**src/rtl/load_store_unit_pkg.sv**
```systemverilog
// Shared definitions for the load/store unit: bus widths, funct3 width codes,
// FSM state encodings and the misalignment rule.
// Optional feature macro used by the unit: LSU_MISALIGN_TRAP_EN.
`ifndef WORD_LEN
`define WORD_LEN 32
`endif
`ifndef ADDR_SIZE
`define ADDR_SIZE 32
`endif

package load_store_unit_pkg;

  // funct3 access width codes
  localparam logic [2:0] LSU_B  = 3'b000;
  localparam logic [2:0] LSU_H  = 3'b001;
  localparam logic [2:0] LSU_W  = 3'b010;
  localparam logic [2:0] LSU_BU = 3'b100;
  localparam logic [2:0] LSU_HU = 3'b101;

  // FSM state encodings
  typedef enum logic [1:0] {
    LSU_IDLE = 2'd0,
    LSU_REQ  = 2'd1,
    LSU_DONE = 2'd2
  } lsu_state_t;

  // Halfwords need an even address; words (and unlisted codes) need 00.
  function automatic logic is_misaligned(input logic [2:0] f3, input logic [1:0] a);
    case (f3)
      LSU_B, LSU_BU: is_misaligned = 1'b0;
      LSU_H, LSU_HU: is_misaligned = a[0];
      default:       is_misaligned = (a != 2'b00);
    endcase
  endfunction

endpackage

```
**src/rtl/load_store_unit_align.sv**
```systemverilog
// lsu_align: combinational lane steering. Builds byte enables and replicated
// store data, and extracts/extends load data from the addressed lane.
// Misaligned offsets are masked: halfwords use addr_lo[1] only, words use 00.
`ifndef WORD_LEN
`define WORD_LEN 32
`endif

module lsu_align
  import load_store_unit_pkg::*;
(
  input  logic [2:0]           funct3,
  input  logic [1:0]           addr_lo,
  input  logic [`WORD_LEN-1:0] storeData,
  input  logic [`WORD_LEN-1:0] rdata,
  output logic [3:0]           be,
  output logic [`WORD_LEN-1:0] wdata,
  output logic [`WORD_LEN-1:0] ldata
);

  logic [7:0]  sel_b;
  logic [15:0] sel_h;

  // Pick the addressed byte/half, then steer/extend by access width
  always_comb begin
    sel_b = rdata[{addr_lo, 3'b000} +: 8];
    sel_h = rdata[{addr_lo[1], 4'b0000} +: 16];
    be    = 4'b1111;
    wdata = storeData;
    ldata = rdata;
    case (funct3)
      LSU_B: begin
        be    = 4'b0001 << addr_lo;
        wdata = {4{storeData[7:0]}};
        ldata = {{24{sel_b[7]}}, sel_b};
      end
      LSU_BU: begin
        be    = 4'b0001 << addr_lo;
        wdata = {4{storeData[7:0]}};
        ldata = {24'd0, sel_b};
      end
      LSU_H: begin
        be    = 4'b0011 << {addr_lo[1], 1'b0};
        wdata = {2{storeData[15:0]}};
        ldata = {{16{sel_h[15]}}, sel_h};
      end
      LSU_HU: begin
        be    = 4'b0011 << {addr_lo[1], 1'b0};
        wdata = {2{storeData[15:0]}};
        ldata = {16'd0, sel_h};
      end
      default: begin
        be    = 4'b1111;
        wdata = storeData;
        ldata = rdata;
      end
    endcase
  end

endmodule

```
**src/rtl/load_store_unit.sv**
```systemverilog
// load_store_unit: multi-cycle data-memory access stage (IDLE -> REQ -> DONE).
// Bus handshake: memReq is held high with stable memAddr/memWe/memBe/memWdata
// for every REQ cycle; the access completes in the cycle memReady is high.
// Optional feature macro: LSU_MISALIGN_TRAP_EN (trap misaligned accesses).
`ifndef WORD_LEN
`define WORD_LEN 32
`endif
`ifndef ADDR_SIZE
`define ADDR_SIZE 32
`endif

module load_store_unit
  import load_store_unit_pkg::*;
#(
  parameter int TIMEOUT_CYCLES = 16
) (
  input  logic                  clk,
  input  logic                  rstn,
  input  logic                  start,
  input  logic                  MemRead,
  input  logic                  MemWrite,
  input  logic [2:0]            funct3,
  input  logic [`ADDR_SIZE-1:0] addr,
  input  logic [`WORD_LEN-1:0]  storeData,
  output logic                  busy,
  output logic                  done,
  output logic                  err,
  output logic [`WORD_LEN-1:0]  memData,
  output logic                  memReq,
  output logic                  memWe,
  output logic [`ADDR_SIZE-1:0] memAddr,
  output logic [`WORD_LEN-1:0]  memWdata,
  output logic [3:0]            memBe,
  input  logic                  memReady,
  input  logic [`WORD_LEN-1:0]  memRdata,
  output lsu_state_t            dbg_state
);

  localparam logic [15:0] TO_LIM = 16'(TIMEOUT_CYCLES);

  lsu_state_t           state;
  logic [2:0]           f3_q;
  logic [1:0]           alo_q;
  logic [15:0]          cnt;
  logic [2:0]           sel_f3;
  logic [1:0]           sel_alo;
  logic [3:0]           al_be;
  logic [`WORD_LEN-1:0] al_wdata;
  logic [`WORD_LEN-1:0] al_ldata;
  logic                 trap_hit;

  assign dbg_state = state;

  // Live request fields steer lanes at accept time; latched ones during REQ
  assign sel_f3  = (state == LSU_IDLE) ? funct3     : f3_q;
  assign sel_alo = (state == LSU_IDLE) ? addr[1:0]  : alo_q;

`ifdef LSU_MISALIGN_TRAP_EN
  assign trap_hit = is_misaligned(funct3, addr[1:0]);
`else
  assign trap_hit = 1'b0;
`endif

  lsu_align u_align (
    .funct3    (sel_f3),
    .addr_lo   (sel_alo),
    .storeData (storeData),
    .rdata     (memRdata),
    .be        (al_be),
    .wdata     (al_wdata),
    .ldata     (al_ldata)
  );

  // Access sequencer with registered bus and status outputs
  always_ff @(posedge clk or negedge rstn) begin
    if (!rstn) begin
      state    <= LSU_IDLE;
      f3_q     <= 3'd0;
      alo_q    <= 2'd0;
      cnt      <= 16'd0;
      busy     <= 1'b0;
      done     <= 1'b0;
      err      <= 1'b0;
      memData  <= '0;
      memReq   <= 1'b0;
      memWe    <= 1'b0;
      memAddr  <= '0;
      memWdata <= '0;
      memBe    <= 4'd0;
    end else begin
      case (state)
        LSU_IDLE: begin
          done <= 1'b0;
          err  <= 1'b0;
          if (start) begin
            if (MemRead ^ MemWrite) begin
              if (trap_hit) begin
                state <= LSU_DONE;
                done  <= 1'b1;
                err   <= 1'b1;
              end else begin
                state    <= LSU_REQ;
                f3_q     <= funct3;
                alo_q    <= addr[1:0];
                cnt      <= 16'd0;
                busy     <= 1'b1;
                memReq   <= 1'b1;
                memWe    <= MemWrite;
                memAddr  <= {addr[`ADDR_SIZE-1:2], 2'b00};
                memWdata <= al_wdata;
                memBe    <= MemWrite ? al_be : 4'b1111;
              end
            end else if (MemRead && MemWrite) begin
              // Conflicting request: complete without touching the bus
              state <= LSU_DONE;
              done  <= 1'b1;
            end
          end
        end
        LSU_REQ: begin
          if (memReady) begin
            if (!memWe) memData <= al_ldata;
            state  <= LSU_DONE;
            busy   <= 1'b0;
            done   <= 1'b1;
            memReq <= 1'b0;
          end else begin
            cnt <= cnt + 16'd1;
            if ((TIMEOUT_CYCLES != 0) && ((cnt + 16'd1) == TO_LIM)) begin
              state  <= LSU_DONE;
              busy   <= 1'b0;
              done   <= 1'b1;
              err    <= 1'b1;
              memReq <= 1'b0;
            end
          end
        end
        LSU_DONE: begin
          state <= LSU_IDLE;
          done  <= 1'b0;
          err   <= 1'b0;
        end
        default: begin
          state  <= LSU_IDLE;
          busy   <= 1'b0;
          done   <= 1'b0;
          err    <= 1'b0;
          memReq <= 1'b0;
        end
      endcase
    end
  end

endmodule

```
**config.mk**
```make
export PLATFORM = sky130hd
export DESIGN_NAME = load_store_unit
export DESIGN_NICKNAME = d
export VERILOG_FILES = /design/src/rtl/load_store_unit_pkg.sv /design/src/rtl/load_store_unit_align.sv /design/src/rtl/load_store_unit.sv
export SDC_FILE = /design/constraint.sdc
export NUM_CORES = 1
export LEC_CHECK = 0
export CAP_MARGIN = 30
export CORE_AREA = 2 2 165 86
export CTS_CLUSTER_SIZE = 24
export DETAILED_ROUTE_END_ITERATION = 16
export DIE_AREA = 0 0 167 88
export HOLD_SLACK_MARGIN = 0.1
export PLACE_DENSITY = 0.82
export REMOVE_ABC_BUFFERS = 1
export SYNTH_ARGS = -nofsm -noshare
export SYNTH_HDL_FRONTEND = slang
export SYNTH_HIERARCHICAL = 1
export SYNTH_SLANG_ARGS = --single-unit
export TNS_END_PERCENT = 50
```
**constraint.sdc**
```tcl
create_clock -name clk -period 5 [get_ports clk]
set_clock_uncertainty 0.15 [all_clocks]
set_input_delay 0.75 -clock clk [delete_from_list [all_inputs] [get_ports clk]]
set_output_delay 0.75 -clock clk [all_outputs]
set_load 0.03 [all_outputs]
```
## After elaboration in Yosys (flattened, before gate mapping)

Index checks and enable logic that the tools add are counted.

| word-level totals | value |
|---|---|
| input port bits | 105 |
| word-level logic and storage cells | 73 |
| output and inout port bits | 107 |
| register bits | 125 |

| operators by class | value |
|---|---|
| reductions and logical operators | 12 |
| equal/unequal tests | 12 |
| bitwise operators | 3 |
| shift operators | 4 |
| add/sub/neg operators | 1 |
| multiplexer cells | 29 |

Operators with widths:

| kind | number |
|---|---|
| 32-bit case mux with 4 select lines | 1 |
| 32-bit case mux with 2 select lines | 1 |
| 16-bit two-way mux | 3 |
| 16-bit case mux with 2 select lines | 1 |
| 32-bit by 6-bit indexed part select with 16-bit output | 1 |
| 32-bit by 6-bit indexed part select with 8-bit output | 1 |
| 16-bit by 1-bit adder with 16-bit output (second input constant) | 1 |
| 16-bit by 5-bit == test with 1-bit output (second input constant) | 1 |
| 2-bit two-way mux | 6 |
| 1-bit two-way mux | 11 |
| 3-bit AND reduction | 3 |
| 4-bit case mux with 2 select lines | 1 |
| 4-bit AND reduction | 2 |
| 3-bit == test (second input constant) | 2 |
| 2-bit != test (second input constant) | 3 |
| 4-bit two-way mux | 1 |
| 2-bit case mux with 2 select lines | 1 |
| 2-bit OR reduction | 2 |
| 1-bit by 2-bit << shifter with 4-bit output (first input constant) | 1 |
| 2-bit by 2-bit << shifter with 4-bit output (first input constant) | 1 |
| 3-bit by 1-bit == test with 1-bit output (second input constant) | 1 |
| 3-bit logical NOT | 1 |
| 3-bit two-way mux | 1 |
| 3-bit by 1-bit != test with 1-bit output (second input constant) | 1 |
| 12 further kinds | 13 |

## Depth between registers and ports, before layout

Gate-level depths: netlist of run 1.

| logic depth | value |
|---|---|
| word-level depth | 6 |
| depth in mapped cells | 9 |
| depth with buffers taken out | 7 |

## By module

The synthesis of run 1 kept the hierarchy.

By module, submodules not included:

| module | area an instance (um2) | instances | seq. area each (um2) | cells each |
|---|---|---|---|---|
| load_store_unit | 5,285.1 | 1 | 3,128.0 | 387 |
| lsu_align | 1,262.5 | 1 | 0.0 | 189 |

## Least setup slack after synthesis of run 1

No wires, ideal clock.

| timing | value |
|---|---|
| kind | register to register |
| start point | reg state[1] (netlist: dbg_state[1]) |
| end point | reg memData[16] |
| setup slack | 2.321 ns |
| buffers on the path | 2 |
| data arrival time | 2.404 ns |
| setup time | 0.125 ns |
| required time | 4.725 ns |
| stages on the path, launching flop included | 9 |
| path through | dfrtp_1 -> nor2_1 -> mux2_2 -> buf_6 -> mux2_4 -> a31oi_4 -> buf_6 -> o22ai_1 -> mux2_2 |

| between the ends | value |
|---|---|
| word-level cells in the longest chain between the ends | 4 |

RTL lines:

| element | RTL line | source |
|---|---|---|
| start: declaration | load_store_unit.sv:41 | `lsu_state_t state;` |
| start signal: assignment | load_store_unit.sv:77 | `state <= LSU_IDLE;` |
| start signal: assignment | load_store_unit.sv:98 | `state <= LSU_DONE;` |
| start signal: assignment | load_store_unit.sv:102 | `state <= LSU_REQ;` |
| 2-bit logical NOT * | load_store_unit.sv:56 | `assign sel_alo = (state == LSU_IDLE) ? addr[1:0] : alo_q;` |
| 2-bit two-way mux * | load_store_unit.sv:56 |  |
| named net sel_alo[1] | load_store_unit.sv:46 | `logic [1:0] sel_alo;` |
| 32-bit by 6-bit indexed part select with 16-bit output / 32-bit by 6-bit indexed part select with 8-bit output (equally long branches) | load_store_unit_align.sv:26, load_store_unit_align.sv:25 |  |
| 32-bit case mux with 4 select lines * | load_store_unit_align.sv:30 | `case (funct3)` |
| named net al_ldata[16] | load_store_unit.sv:49 | `` logic [`WORD_LEN-1:0] al_ldata; `` |
| end signal: assignment | load_store_unit.sv:122 | `if (!memWe) memData <= al_ldata;` |
| end: declaration | load_store_unit.sv:28 | `` output logic [`WORD_LEN-1:0] memData, `` |

Mark *: on every way through the listed nets, which the timed path passes. The rest lies on a longest branch.
A chain may end at the register's enable or synchronous reset.

## Worst setup path in the final report of run 1

| timing | value |
|---|---|
| start point | reg state[1] (netlist: dbg_state[1]) |
| end point | reg memData[15] |

| between the ends | value |
|---|---|
| word-level cells in the longest chain between the ends | 4 |

RTL lines:

| element | RTL line | source |
|---|---|---|
| 2-bit logical NOT * | load_store_unit.sv:55 | `assign sel_f3 = (state == LSU_IDLE) ? funct3 : f3_q;` |
| 3-bit two-way mux * | load_store_unit.sv:55 |  |
| named net sel_f3[1] | load_store_unit.sv:45 | `logic [2:0] sel_f3;` |
| 3-bit == test (tied with other cells) | load_store_unit_align.sv:30 |  |
| 32-bit case mux with 4 select lines * | load_store_unit_align.sv:30 |  |
| named net al_ldata[15] | load_store_unit.sv:49 |  |

Marked as above.

==> out/results.md, run 1 <==
| Stage | Quantity | Reported |
|:---|:---|:---|
| final layout | N_diodes | 0 |
| clock tree | Root buffer cell | sky130_fd_sc_hd__clkbuf_16 |
| min path | Worst Hold Depth | 1 |
| final layout | Register Area | 3130 sq um |
| final layout | Non-filler instance count after layout | 949 |
| clock tree | TritonCTS buffer count | 17 |
| final layout | Layout overhead on the synthesized area | 41.0% |
| power and ir drop | PD cells | 673 nW/um^2 |
| floorplanning | Std-Cell Core Area | 13300 sq um |
| logic synthesis | Cells after Synth | 576 |
| placement | Dpl hpwl | 13400 um |
| setup path | Critical Path AT | 3.45 ns |
| power and ir drop | Net Sw Power | 2.59 mW |
| routing | Number of iterations in the first detailed-routing pass | 5 |
| logic synthesis | Post-synthesis area per instance | 11.4 sq um |
| logic synthesis | Post-synthesis cell area | 6550 sq um |
| logic synthesis | Count of synthesis-stage warnings from yosys | 6 |
| setup path | Critical path class | flip-flop to flip-flop |
| routing | Total wire length | 18600 um |
| floorplanning | Boundary pin count | 212 |
| routing | Count of routing violations after the opening detailed-route iteration | 447 |
| floorplanning | Floorplan die area | 14700 sq um |
| final layout | Share of cells above drive strength 1 | 20.2% |
| final layout | Number of nets in the layout | 870 |
| routing | Vias | 5397 |
| setup path | CP dominant cell by count | sky130_fd_sc_hd__nor2_1 |
| logic synthesis | Number of distinct library cells after synthesis | 63 |
| placement | Count of placed standard cells including taps | 917 |
| logic synthesis | Async set-reset flop share out of synthesis | 100% |
| sta | Number of hold violations in the final report | 0 |
| setup path | Element type at the critical path start | flip-flop |
| setup path | Biggest cell delay along the critical path | 0.71 ns |
| logic synthesis | Most used flip-flop cell after synthesis | sky130_fd_sc_hd__dfrtp_1 |
| outcome | Status | finished clean |
| final layout | Multi-input gate area in the final layout | 3100 sq um |
| power and ir drop | IR drop worst, VDD | 0.420 mV |
| min path | Sink of the worst hold path | memData[14] |
| power and ir drop | Switching share of total power | 41.7% |
| floorplanning | Die span in x | 167 um |
| clock tree | Clock transition at the registers of the reported paths | 0.06 ns |
| logic synthesis | Sequential share of the synthesized area | 47.8% |
| setup path | Worst-path cell with the longest stage delay | sky130_fd_sc_hd__mux2_2 |
| sta | Final setup violation count | 0 |
| setup path | Critical-path cell list | nor2_1 -> mux2_2 -> buf_4 -> nor2_1 -> a221oi_1 -> mux2_1 |
| logic synthesis | Number of storage elements in the synthesis netlist | 125 |
| sta | Tightest Pin Transition | 0.973 ns |
| routing | Routed WL per cell | 19.6 um |
| global routing | Number of global-route vias before repair | 5548 |
| routing | Average vias per placed instance | 5.69 |
| power and ir drop | Internal power contribution | 3.63 mW |
| clock tree | Clk sinks | 125 |
| power and ir drop | Combinational share of power | 52.1% |
| global routing | Gr ovfl total | 0 |
| sta | Minimum period implied by the final worst setup slack | 3.32 ns |
| clock tree | Clock latency on the worst-skew pair | 0.41 ns |
| flow run | Maximum Capacitance Violations | 0 |
| floorplanning | Die outline height | 88 um |
| sta | Slew HR | 34.9% |
| sta | Fmax | 0.302 GHz |
| sta | Setup tns final | 0 ns |
| placement | Port Buffers | 209 |
| placement | Routability cong. | 0.888 |
| setup path | R2r endpoint | memData[15] |
| sta | Tightest hold margin | 0.340 ns |
| min path | Worst hold-check path type | flip-flop to flip-flop |
| routing | Number of DRC violations after detailed routing | 0 |
| clock tree | CTS Buffer Depth | 2 |
| setup path | Source of the worst register-to-register timing path | dbg_state[1] |
| power and ir drop | Clock network power share | 19.8% |
| global routing | Initial antenna violation count | 0 |
| power and ir drop | Flop pwr share | 28.2% |
| clock tree | Total number of H-tree levels | 4 |
| sta | Setup repair after global routing missed its margin | no |
| clock tree | CTS tree | done |
| clock tree | Count of cells resized by post-cts repair | 0 |
| power and ir drop | Static power due to leakage | 3.83 nW |
| setup path | Setup slack of the most critical reg-to-reg path | 1.68 ns |
| setup path | Logic depth of the worst register-to-register path | 6 |
| global routing | First-pass GRT wire length | 29600 um |
| setup path | Endpoint class of the critical path | flip-flop |
| global routing | Pin count of the biggest net entering global routing | 68 |
| sta | Final slew viol count | 0 |
| final layout | Fill count | 941 |
| setup path | Maximum fanout along the worst path | 42 |
| setup path | Data required time of the critical path | 5.13 ns |
| floorplanning | Count of standard-cell rows | 30 |
| logic synthesis | Number of enable-type register cells in the synthesized netlist | 0 |
| global routing | Combined global-route utilization of all metal layers | 25.8% |
| power and ir drop | Power after layout | 6.22 mW |
| routing | Antenna Nets Post-Route | 0 |
| floorplanning | Starting Density | 49.4% |
| min path | Hold path startpoint | memData[14] |
| sta | Final worst-path cycle share | 66.3% |
Yosys cell counts, types with 3 or more instances:
master | count | share of area [%]
sky130_fd_sc_hd__a21oi_1 | 6 | 0.46
sky130_fd_sc_hd__inv_1 | 9 | 0.52
sky130_fd_sc_hd__mux2_4 | 3 | 0.69
sky130_fd_sc_hd__o22ai_1 | 17 | 1.6
sky130_fd_sc_hd__clkbuf_1 | 11 | 0.63
sky130_fd_sc_hd__buf_2 | 20 | 1.5
sky130_fd_sc_hd__o21ai_0 | 31 | 2.4
sky130_fd_sc_hd__o31ai_1 | 4 | 0.46
sky130_fd_sc_hd__mux2i_1 | 17 | 2.6
sky130_fd_sc_hd__dfrtp_1 | 125 | 48
sky130_fd_sc_hd__nand2_1 | 50 | 2.9
sky130_fd_sc_hd__a221o_1 | 7 | 1.1
sky130_fd_sc_hd__buf_4 | 18 | 2.1
sky130_fd_sc_hd__o21bai_1 | 3 | 0.34
sky130_fd_sc_hd__a22oi_1 | 7 | 0.80
sky130_fd_sc_hd__o221ai_1 | 7 | 0.94
sky130_fd_sc_hd__ha_1 | 4 | 0.76
sky130_fd_sc_hd__nor2b_1 | 20 | 1.9
sky130_fd_sc_hd__nand3_1 | 8 | 0.61
sky130_fd_sc_hd__nand4_1 | 4 | 0.38
sky130_fd_sc_hd__nor3_1 | 5 | 0.38
sky130_fd_sc_hd__mux2_2 | 97 | 17
sky130_fd_sc_hd__a31oi_1 | 7 | 0.67
sky130_fd_sc_hd__mux2_1 | 17 | 2.9
sky130_fd_sc_hd__nor2_1 | 30 | 1.7
cells by family after synthesis:
logic type | Yosys count | synth area share, %
AOI/OAI and AO/OA | 105 | 11.5
buffers and inverters | 60 | 5.08
adders and majority gates | 4 | 0.764
DFF | 125 | 47.8
xor gates and xnor gates | 3 | 0.401
and+or+nand+nor | 144 | 11.5
other | 1 | 0.0573
muxes | 134 | 22.9
power by group through the flow:
stage               Sequential (mW)  Combinational (mW)  Clock, mW
floorplan                      2.54                1.09          0
global placement               1.73                3.15          0
detailed placement             1.75                3.23          0
CTS                            1.75                3.24       1.24
global route                   1.80                3.43       1.29
finish                         1.75                3.24       1.23
layout by cell type (no fill, tap or decap), drive strengths merged, types with 3 or more instances in the layout:
cell	n
nand4	7
a22oi	9
mux2	117
o22ai	18
buf	7
inv	15
a221o	7
clkinvlp	3
nand3	8
o21ai	33
nor2b	20
o31ai	4
a21oi	6
mux2i	17
o21bai	4
clkinv	3
clkdlybuf4s50	208
nor3	6
nand2	50
clkbuf	17
dfrtp	125
nor2	31
a31oi	8
ha	4
and3	3
o221ai	7
layout make-up:
cell class	count	share of cell area [%]
clock inverters	14	1.71
inverters	9	0.366
multi-input cells	392	33.6
repair buffers	216	23.4
well taps	176	2.38
flip-flops and latches	125	33.9
clock buffers	17	4.61
worst max-delay path, delay by kind of cell, from the launching register on:
family / cells / cell delay, ns
mux: 2 / 1.04
simple gates: 2 / 1.00
flops: 1 / 0.47
buf+inv: 1 / 0.33
compound gates: 1 / 0.20
per-layer routing:
layer / vias to the layer above / global-route usage (%) / part of all wire, %
met5: - / 0 / 0
met4: 0 / 6.74 / 1.1
met3: 26 / 10.1 / 9.8
met2: 245 / 40.1 / 46
met1: 2679 / 34.1 / 44
li1: 2447 / - / -
how the worst max path moves through the flow:
stage	startpoint	endpoint	slack [ns]	cells after the start
floorplan	MemRead	cnt[12]	0.95	5
global placement	MemWrite	memWdata[30]	1.61	5
detailed placement	MemWrite	memAddr[11]	1.53	5
CTS	dbg_state[1]	memData[15]	1.68	6
global route	dbg_state[1]	memData[15]	1.48	6
finish	dbg_state[1]	memData[15]	1.68	6
state kept, by name (all words and copies together), names as in the netlist:
name / flops
memData: 32
f3_q: 3
memWdata: 32
err: 1
memAddr: 30
done: 1
memReq: 1
memWe: 1
memBe: 4
dbg_state: 2
cnt: 16
alo_q: 2
metrics by stage:
step	worst slack (ns)	util (%)	instance area, sq um
global placement	1.61	65.0	8610
CTS	1.68	69.7	9230
detailed placement	1.53	65.2	8640
finish	1.68	69.7	9230
global route	1.48	69.7	9230
floorplan	0.946	-	6250
repair_timing:
item / CTS / global route
endpoints found under the hold margin: 21 / 0
setup buffers: 0 / 0
hold buffers: 1 / 0
(Power assumes the default switching activity.)
==> run 2, diff against run 1 <==
CORE_AREA = 2 2 170 89   (was 2 2 165 86)
DIE_AREA = 0 0 172 91   (was 0 0 167 88)
PLACE_DENSITY = 0.77   (was 0.82)
clock period = 3.4 ns   (was 5 ns; I/O delays follow)
==> out/results.md, run 2 (synthesis gave the netlist of run 1 again) <==
| Stage | Quantity | Reported |
|:---|:---|:---|
| outcome | Status | finished clean |
| clock tree | Clock latency on the worst-skew pair | 0.40 ns |
| global routing | Combined global-route utilization of all metal layers | 24.6% |
| global routing | Initial antenna violation count | 0 |
| floorplanning | Die span in x | 172 um |
| clock tree | Clk sinks | 125 |
| global routing | Gr ovfl total | 0 |
| placement | Port Buffers | 209 |
| setup path | Worst-path cell with the longest stage delay | sky130_fd_sc_hd__a22oi_4 |
| setup path | Critical-path cell list | nor2_1 -> mux2_2 -> mux2_4 -> a22oi_4 -> o221ai_1 -> mux2_1 |
| floorplanning | Count of standard-cell rows | 31 |
| final layout | Top library cells by usage in the layout, fill and taps aside | sky130_fd_sc_hd__clkdlybuf4s50_1, sky130_fd_sc_hd__dfrtp_1, sky130_fd_sc_hd__mux2_2, sky130_fd_sc_hd__nand2_1, sky130_fd_sc_hd__o21ai_0 |
| sta | Fmax | 0.318 GHz |
| setup path | Worst Path Buf+Inv | 0 |
| floorplanning | Floorplan die area | 15700 sq um |
| setup path | R2r endpoint | memData[8] |
| clock tree | Postcts setup bufs | 0 |
| power and ir drop | Power after layout | 9.37 mW |
| setup path | Setup slack of the most critical reg-to-reg path | 0.26 ns |
| routing | Routed WL per cell | 19.1 um |
| power and ir drop | Combinational share of power | 51.1% |
| setup path | Element type at the critical path start | flip-flop |
| global routing | Number of global-route vias before repair | 5516 |
| placement | Dpl hpwl | 13200 um |
| placement | Count of placed standard cells including taps | 943 |
| final layout | Most frequent standard cell in the layout excluding fill and tap cells | sky130_fd_sc_hd__clkdlybuf4s50_1 |
| setup path | Largest delay contributor family on the critical path | multiplexers |
| power and ir drop | Switching share of total power | 40.1% |
| final layout | Final design instance area without fill | 9420 sq um |
| final layout | Layout overhead on the synthesized area | 43.8% |
| final layout | Share of cells above drive strength 1 | 20.8% |
| clock tree | Total number of H-tree levels | 4 |
| power and ir drop | Clock network power share | 21.5% |
| final layout | Regs by FF count | memData: 32 flops, memWdata: 32 flops, memAddr: 30 flops |
| clock tree | CTS tree | done |
| global routing | First-pass GRT wire length | 29900 um |
| floorplanning | Std-Cell Core Area | 14100 sq um |
| final layout | Fill count | 1069 |
| clock tree | Root buffer cell | sky130_fd_sc_hd__clkbuf_16 |
| sta | Setup tns final | 0 ns |
| final layout | N_diodes | 0 |
| power and ir drop | PD cells | 995 nW/um^2 |
| setup path | Logic depth of the worst register-to-register path | 6 |
| routing | Vias | 5408 |
| final layout | Number of nets in the layout | 876 |
| setup path | Source of the worst register-to-register timing path | dbg_state[1] |
| power and ir drop | Net Sw Power | 3.76 mW |
| routing | Number of DRC violations after detailed routing | 0 |
| setup path | Maximum fanout along the worst path | 24 |
| placement | Routability cong. | 0.891 |
| sta | Number of hold violations in the final report | 0 |
| setup path | Endpoint class of the critical path | flip-flop |
| floorplanning | Starting Density | 46.4% |
| setup path | Biggest cell delay along the critical path | 0.57 ns |
| clock tree | Clock transition at the registers of the reported paths | 0.06 ns |
| sta | Minimum period implied by the final worst setup slack | 3.14 ns |
| global routing | Pin count of the biggest net entering global routing | 73 |
| sta | Tightest hold margin | 0.312 ns |
| clock tree | TritonCTS buffer count | 17 |
| routing | Number of iterations in the first detailed-routing pass | 5 |
| sta | Final slew viol count | 0 |
| setup path | Data required time of the critical path | 3.53 ns |
| flow run | Maximum Capacitance Violations | 0 |
| routing | Total wire length | 18600 um |
| sta | Final setup violation count | 0 |
| placement | Placement Cell Area | 8720 sq um |
| sta | Final worst-path cycle share | 92.4% |
| min path | Worst hold-check path type | primary input to asynchronous set/reset pin |
| routing | Average vias per placed instance | 5.53 |
| clock tree | Count of cells resized by post-cts repair | 0 |
| final layout | Non-filler instance count after layout | 978 |
| sta | Tightest Pin Transition | 0.675 ns |
| clock tree | CTS Buffer Depth | 2 |
| sta | Slew HR | 55.0% |
| power and ir drop | Internal power contribution | 5.62 mW |
| floorplanning | Die outline height | 91 um |
| floorplanning | Boundary pin count | 212 |
| power and ir drop | Flop pwr share | 27.4% |
| routing | Count of routing violations after the opening detailed-route iteration | 487 |
| power and ir drop | Static power due to leakage | 3.91 nW |
| routing | Antenna Nets Post-Route | 0 |
| sta | Setup repair after global routing missed its margin | no |
| power and ir drop | IR drop worst, VDD | 0.562 mV |
| setup path | Critical path class | flip-flop to flip-flop |
| setup path | Critical Path AT | 3.27 ns |
[run 2: cell types whose count changed in the layout (fill, tap and decap cells not counted), sizes merged]
cell / before / now
buf: 7 / 13
bufinv: 2 / 5
clkbuf: 17 / 19
clkinv: 3 / 5
clkinvlp: 3 / 2
inv: 15 / 10
[run 2: power by group through the flow]
stage          Clock [mW]  Sequential, mW  Combinational (mW)
3_5_place_dp            0            2.58                4.77
5_1_grt              2.12            2.65                5.07
3_3_place_gp            0            2.53                4.71
4_1_cts              2.05            2.57                4.79
2_1_floorplan           0            3.73                1.61
6_report             2.02            2.57                4.79
[run 2: per-layer routing]
metal | GRT usage [%] | vias up | part of all wire [%]
li1 | - | 2452 | -
met1 | 35.1 | 2680 | 45
met2 | 35.5 | 255 | 43
met3 | 9.15 | 21 | 11
met4 | 5.53 | 0 | 0.99
met5 | 0 | - | 0
[run 2: worst max-delay path by stage]
| stage | from | endpoint | cells past startpoint |
|---|---|---|---|
| global placement | addr[0] | memData[15] | 6 |
| floorplan | dbg_state[1] | cnt[12] | 5 |
| CTS | dbg_state[1] | memData[8] | 6 |
| finish | dbg_state[1] | memData[8] | 6 |
| global route | dbg_state[1] | memData[15] | 6 |
| detailed placement | dbg_state[1] | memData[8] | 6 |
[run 2: final cells by class]
class | instances | area, sq um | area share (%)
flip-flops and latches | 125 | 3130 | 33.2
multi-input cells | 392 | 3100 | 33.0
repair buffers | 222 | 2250 | 23.9
clock buffers | 19 | 443 | 4.70
well taps | 198 | 248 | 2.63
clock inverters | 13 | 214 | 2.27
inverters | 9 | 33.8 | 0.359
[run 2: per-stage QoR]
stage	utilization, %	setup slack (ns)
detailed placement	61.7	0.333
floorplan	-	-0.588
global placement	61.7	0.438
global route	66.7	0.147
finish	66.7	0.259
CTS	66.4	0.306
[run 2: worst reg2reg max path, delay by kind of cell (launching register included)]
family          cells  cell delay (ns)
mux                 3             1.12
compound gates      2             0.78
flops               1             0.50
simple gates        1             0.48
[run 2: timing repair]
item                                   4_1_cts  5_1_grt
hold buffers                                 0        1
setup endpoints to repair                    0        0
endpoints found under the hold margin        0      113
==> run 3, diff against run 2 <==
CTS_CLUSTER_DIAMETER = 150   (was unset)
==> results of run 3 <==
Final layout, timing and power as in run 2 (identical DEF).
